File: config.mk
export PLATFORM = sky130hd
export DESIGN_NAME = screen_sequencer
export DESIGN_NICKNAME = d
export VERILOG_FILES = /design/src/rtl/screen_sequencer.sv
export SDC_FILE = /design/constraint.sdc
export NUM_CORES = 1
export LEC_CHECK = 0
export ABC_AREA = 1
export CORE_ASPECT_RATIO = 1.1
export CORE_MARGIN = 3
export CORE_UTILIZATION = 42
export CTS_CLUSTER_DIAMETER = 120
export DETAILED_ROUTE_END_ITERATION = 10
export GPL_ROUTABILITY_DRIVEN = 0
export PLACE_DENSITY = 0.83
export SLEW_MARGIN = 10
export SYNTH_ARGS = -nofsm -noshare
export SYNTH_HDL_FRONTEND = slang
export SYNTH_SLANG_ARGS = --single-unit
File: constraint.sdc
create_clock -name clk -period 2.45 [get_ports clk]
set_input_delay 0.49 -clock clk [delete_from_list [all_inputs] [get_ports clk]]
set_output_delay 0.49 -clock clk [all_outputs]
set_load 0.1 [all_outputs]
File: src/rtl/screen_sequencer.sv
// Flappy Bird screen controller: START -> GAME -> GAMEOVER FSM plus registered RGB source mux.
// Optional SCREEN_FADE_EN adds a 4-frame fade-in after every screen change.
module screen_sequencer #(
  parameter int          OVER_HOLD_FRAMES = 60,
  parameter logic [11:0] BG_COLOR         = 12'h000
) (
  input  logic        clk,
  input  logic        rst_n,
  input  logic        frame_start,
  input  logic        blank,
  input  logic        start_btn,
  input  logic        collision,
  input  logic [11:0] rgb_start,
  input  logic [11:0] rgb_game,
  input  logic [11:0] rgb_gameover,
  input  logic        valid_start,
  input  logic        valid_game,
  input  logic        valid_gameover,
  output logic [11:0] rgb_out,
  output logic [1:0]  screen,
  output logic        game_active,
  output logic        game_rst
);

  localparam int                HOLD_W   = $clog2(OVER_HOLD_FRAMES + 1);
  localparam logic [HOLD_W-1:0] HOLD_MAX = HOLD_W'(OVER_HOLD_FRAMES);

  typedef enum logic [1:0] {
    SCR_START = 2'd0,
    SCR_GAME  = 2'd1,
    SCR_OVER  = 2'd2
  } screen_t;

  screen_t           state;
  logic              pending;
  logic [HOLD_W-1:0] hold_cnt;
  logic              req;
  logic              pend_next;
  logic              legal;
  logic              advance;

  logic [11:0]       rgb_p0;
  logic              vld_p0;
  logic [11:0]       pix_p0;

  function automatic logic [HOLD_W-1:0] sat_inc(input logic [HOLD_W-1:0] v);
    return (v == HOLD_MAX) ? v : v + HOLD_W'(1);
  endfunction

  function automatic screen_t next_screen(input screen_t s);
    case (s)
      SCR_START: return SCR_GAME;
      SCR_GAME:  return SCR_OVER;
      default:   return SCR_START;
    endcase
  endfunction

  function automatic logic [11:0] fade_px(input logic [11:0] px, input logic [1:0] lvl);
    return {px[11:8] >> lvl, px[7:4] >> lvl, px[3:0] >> lvl};
  endfunction

  // Request decode: collision has priority in GAME because start_btn is ignored there.
  always_comb begin
    req = 1'b0;
    case (state)
      SCR_START: req = start_btn;
      SCR_GAME:  req = collision;
      SCR_OVER:  req = start_btn && (hold_cnt == HOLD_MAX);
      default:   req = 1'b0;
    endcase
  end

  assign pend_next = pending | req;
  assign legal     = (state == SCR_START) || (state == SCR_GAME) || (state == SCR_OVER);
  assign advance   = legal && frame_start && pend_next;

  always_ff @(posedge clk or negedge rst_n) begin
    if (!rst_n) begin
      state       <= SCR_START;
      pending     <= 1'b0;
      hold_cnt    <= '0;
      game_rst    <= 1'b0;
      game_active <= 1'b0;
    end else begin
      game_rst <= 1'b0;
      if (!legal) begin
        state       <= SCR_START;
        pending     <= 1'b0;
        game_active <= 1'b0;
      end else if (advance) begin
        state       <= next_screen(state);
        pending     <= 1'b0;
        game_rst    <= (state == SCR_START);
        game_active <= (state == SCR_START);
        if (state == SCR_GAME) hold_cnt <= '0;
      end else begin
        pending <= pend_next;
        if ((state == SCR_OVER) && frame_start) hold_cnt <= sat_inc(hold_cnt);
      end
    end
  end

  assign screen = state;

`ifdef SCREEN_FADE_EN
  logic [1:0] fade_lvl;

  always_ff @(posedge clk or negedge rst_n) begin
    if (!rst_n) begin
      fade_lvl <= 2'd0;
    end else if (advance || !legal) begin
      fade_lvl <= 2'd3;
    end else if (frame_start && (fade_lvl != 2'd0)) begin
      fade_lvl <= fade_lvl - 2'd1;
    end
  end
`endif

  // Stage p0: source select on the pre-update screen, background substitution.
  always_comb begin
    rgb_p0 = 12'h000;
    vld_p0 = 1'b0;
    case (state)
      SCR_START: begin rgb_p0 = rgb_start;    vld_p0 = valid_start;    end
      SCR_GAME:  begin rgb_p0 = rgb_game;     vld_p0 = valid_game;     end
      SCR_OVER:  begin rgb_p0 = rgb_gameover; vld_p0 = valid_gameover; end
      default:   begin rgb_p0 = 12'h000;      vld_p0 = 1'b0;           end
    endcase
  end

`ifdef SCREEN_FADE_EN
  assign pix_p0 = fade_px(vld_p0 ? rgb_p0 : BG_COLOR, fade_lvl);
`else
  assign pix_p0 = vld_p0 ? rgb_p0 : BG_COLOR;
`endif

  // Stage p1: output register toward the VGA port.
  always_ff @(posedge clk or negedge rst_n) begin
    if (!rst_n) begin
      rgb_out <= 12'h000;
    end else begin
      rgb_out <= blank ? 12'h000 : pix_p0;
    end
  end

endmodule

## Word-level counts from Yosys, hierarchy flattened

Index checks and enable logic that the tools add are counted.

- Register bits: 23
- Input bits: 45
- Word-level logic and storage cells: 41

- Add/sub/neg operators: 1
- Equal/unequal tests: 6
- Multiplexer cells: 18
- Bitwise operators: 1
- Reductions and logical operators: 9

Operators by type and width:

| operator | count |
|---|---|
| case mux 12 bit (3 select lines) | 1 |
| 2-to-1 mux 12 bit | 2 |
| 2-to-1 mux 6 bit | 4 |
| adder 6 x 1 -> 6 bit (second input constant) | 1 |
| == test 6 bit (second input constant) | 1 |
| 2-to-1 mux 1 bit | 6 |
| case mux 1 bit (3 select lines) | 2 |
| logical AND 1 bit | 4 |
| 2-to-1 mux 2 bit | 2 |
| inequality test 2 x 1 -> 1 bit (second input constant) | 2 |
| case mux 2 bit (2 select lines) | 1 |
| AND reduction 4 bit | 1 |
| == test 2 x 1 -> 1 bit (second input constant) | 1 |
| == test 2 bit (second input constant) | 1 |
| logical NOT 2 bit | 1 |
| logical OR 1 bit | 2 |
| inequality test 2 bit (second input constant) | 1 |
| nonzero test 2 bit | 1 |
| OR 1 bit | 1 |

## Longest topological paths before layout

- Depth after elaboration: 7
- Depth in mapped cells: 11
- Gate-level depth less buffers: 11

## Worst setup path after synthesis

No wires, ideal clock.

- Kind: register to register
- From: reg state[0], in the netlist screen[0]
- To: reg hold_cnt[0]
- Setup time: 0.122 ns
- Arrival: 1.926 ns
- Slack: 0.402 ns
- Cell stages (with the launch flop): 12
- Buffers on the path: 0
- Clock period less this slack: 2.048 ns
- Cells stage by stage: dfrtp_1 -> inv_2 -> nor2_4 -> nand2_1 -> nand2_1 -> inv_1 -> nand2_1 -> nand2_1 -> nand2_1 -> nand3_2 -> nand2_1 -> nand2_1

- Cells in the longest elaborated chain, start to end: 7
- Elaborated cells on any way between the ends: 15
- Those cells by class: eq/ne (4); mux (2); bitwise (1); reduce/logical (8)

RTL lines:

| element | RTL line | source |
|---|---|---|
| from (decl) | 34 | `screen_t state;` |
| from (signal assigned) | 91 | `state <= next_screen(state);` |
| branches (longest 7 deep; another with AND reduction 4 bit) | -- |  |
| to (signal assigned) | 98 | `if ((state == SCR_OVER) && frame_start) hold_cnt <= sat_inc(hold_cnt);` |
| to (decl) | 36 | `logic [HOLD_W-1:0] hold_cnt;` |

Parallel ways; which one is timed is not known.
A chain may end at the register's enable or synchronous reset.

## Final worst setup path

- From: reg state[0], in the netlist screen[0]
- To: reg hold_cnt[5]

The elaborated chain is that of the path after synthesis.

==> summary.md <==
| Metric | Value |
|---|---|
| Status | `finished, final reports clean` |
| Critical path peak fanout | `15` |
| Mapped Nets | `184` |
| CP Buf/Inv Count | `2` |
| Top-count cell post-synth | `nand2_1` |
| Hold Crit Class | `input pin to asynchronous set/reset pin` |
| VDD IR max | `0.000711 V` |
| Number of fill cells | `218` |
| Root Driver | `clkbuf_4` |
| Die area | `0.00355 sq mm` |
| Detail Route Antenna Nets | `0` |
| Worst Setup SP | `screen[0]$_DFFE_PN0P_` |
| Fin crit period | `1930 ps` |
| Row count | `19` |
| Family with the most delay on the worst path | `simple AND/OR/NAND/NOR gates` |
| Drt total wl | `2.89 mm` |
| Mapped cell area | `0.00121 sq mm` |
| CTS resizes | `0` |
| Max Slew Vio Count | `0` |
| Critical Path RT | `2650 ps` |
| Setup Crit Path Kind | `flip-flop to flip-flop` |
| Pwr Density | `1120 mW/mm^2` |
| Vias in the first global route | `1210` |
| Worst r2r src | `screen[0]$_DFFE_PN0P_` |
| CTS sink count | `22` |
| Slowest cell delay on critical path | `460 ps` |
| Via/cell ratio | `5.14` |
| Ys async rst share | `100%` |
| Primary FF master, synth | `dfrtp_1` |
| CTS Hold Bufs | `0` |
| Post-Layout Inst Area | `0.00183 sq mm` |
| CTS buffer count | `3` |
| First-pass GRT wire length | `4.97 mm` |
| YS warnings | `0` |
| Final hold violations | `0` |
| Avg Inst Size Synth | `8.81 sq um` |
| Fin Setup TNS | `0 ps` |
| Overflow after GRT | `0` |
| Fmax achieved | `0.517 GHz` |
| CP max stage cell | `dfrtp_1` |
| Clock transition at path regs | `120 ps` |
| Maxcap violations | `0` |
| Clock latency at the later pin of the worst-skew pair | `300 ps` |
| TritonCTS clock tree | `done` |
| Startpoint types | `flip-flop` |
| Maximum clock path buffer count | `2` |
| Post-synthesis sequential area ratio | `45.6%` |
| Pre-antenna DRT Iters | `5` |
| EDFF count, synth | `0` |
| Crit path cell chain | `inv_2 -> nor2_4 -> nand2_1 -> nand2_1 -> inv_1 -> nand2_1 -> nand2_1 -> nand2_1 -> nand3_2 -> nand2_1 -> nand2_1` |
| Top cells by count, synth | `nand2_1 (25), dfrtp_1 (22), a22o_1 (13)` |
| Core Footprint | `0.00262 sq mm` |
| Area leader, netlist | `dfrtp_1` |
| Syn Inst Count | `137` |
| Leak | `0.872 nW` |
| RSZ-0062 raised after global routing | `false` |
| Gr usage total | `17.1%` |
| Die width | `57.1 um` |
| Worst-Margin Slew | `490 ps` |
| Largest net degree at the start of global routing | `23` |
| Setup repair bufs after CTS | `0` |
| Arr. time, crit path | `2140 ps` |
| Htree depth | `1` |
| Area contributors post-synth | `dfrtp_1 (46%), a22o_1 (9.4%), nand2_1 (7.8%)` |
| Placed cell area | `0.00178 sq mm` |
| Syn-to-layout area delta | `51.6%` |
| #FFs+latches synth | `22` |
| Setup crit end kind | `flip-flop` |
| Top Ports | `61` |
| Wire length per cell | `12.7 um` |
| N_diodes | `0` |
| Fin crit share | `78.9%` |
| Proportion of layout cells with a drive suffix above 1 | `16.3%` |
| Nets | `244` |
| Initial DRC count | `24` |
| Yosys top cell area share | `45.6%` |
| Slew HR | `67.3%` |
| Initial antenna violation count | `0` |
| PortBufs | `60` |
| Dpl hpwl | `2.31 mm` |
| Most frequent CP cell | `nand2_1` |
| # DRC | `0` |
| Vias | `1166` |
| Initial Util | `46.2%` |
| Unique cell type count in the Yosys netlist | `26` |
| R2R Setup Slk | `520 ps` |
| Final setup fails | `0` |
| Final clock skew | `2.06 ps` |
| Die height | `62.2 um` |
## power by group
part           switching, mW  total, mW  internal, mW
Clock                  0.110      0.275         0.165
Combinational          0.900       1.26         0.358
Sequential            0.0658      0.514         0.448
Total                   1.08       2.05         0.972
## cell type report
class                      instances  area, sq um  share of cell area, %
inverter                          15         56.3                   3.08
multi-input combinational         93          557                   30.4
tap                               31         38.8                   2.12
clock inverter                     1         30.0                   1.64
clock buffer                       3         22.5                   1.23
timing repair buffer              62          576                   31.4
sequential                        22          551                   30.1
## path summary, 6_finish.rpt
path,depth (start not counted),to
worst max-delay path,11,hold_cnt[5]$_DFFE_PN0P_
worst min-delay path,2,pending$_DFF_PN0_
worst max register to register,11,hold_cnt[5]$_DFFE_PN0P_
worst min register to register,2,hold_cnt[0]$_DFFE_PN0P_
max in group asynchronous,2,hold_cnt[2]$_DFFE_PN0P_
min in group clk,2,hold_cnt[0]$_DFFE_PN0P_
## cell families (layout without fill, tap and decap cells)
group	Yosys count	count (layout)	share of synthesized area, %
and+or+nand+nor	53	53	20.7
AOI/OAI and AO/OA	35	35	21.1
DFF	22	22	45.6
buffers and inverters	22	81	8.29
xor gates and xnor gates	3	3	2.18
adders and majority gates	2	2	2.07
## stage by stage
step / total power, mW / utilization [%] / cells / setup WS (ps) / hold slack (ps)
after global routing: 2.17 / 70.0 / 227 / 340 / 524
final: 2.05 / 70.0 / 227 / 517 / 503
after global placement: 1.76 / 68.0 / 223 / 555 / 505
after detailed placement: 1.78 / 68.0 / 223 / 489 / 525
after CTS: 2.06 / 70.0 / 227 / 500 / 515
after floorplan: 1.51 / - / 137 / 402 / 194
## per-layer routing
metal,wire length [um],share of wire [%],GRT usage (%)
met1,1190,41,19.2
met2,1440,50,30.0
met3,263,9.1,5.80
met4,0,0,5.51
met5,0,0,0
## flip-flops by register name, summed over array words and instances, names as in the netlist
register and count:
hold_cnt 6, game_rst 1, rgb_out 12, screen 2, pending 1
## cells in the final DEF, fill, tap and decap left out
cell	Yosys	layout
inv_1	11	11
o21a_1	1	1
nor2_2	1	1
dfrtp_1	22	22
nand3_2	1	1
nor2_1	5	5
a22o_1	13	13
inv_2	4	4
a21oi_1	12	12
nor3b_1	1	1
o2111ai_1	6	6
a21oi_2	1	1
nand2_2	1	1
o21ai_1	1	1
xor2_1	2	2
clkbuf_4	0	3
ha_1	2	2
nor2_4	2	2
nand3_1	5	5
buf_4	2	18
bufinv_16	0	1
xnor2_1	1	1
clkdlybuf4s50_1	0	44
nor3_1	12	12
nand2_1	25	25
o21bai_1	1	1
Power figures use the tool's default switching activity.
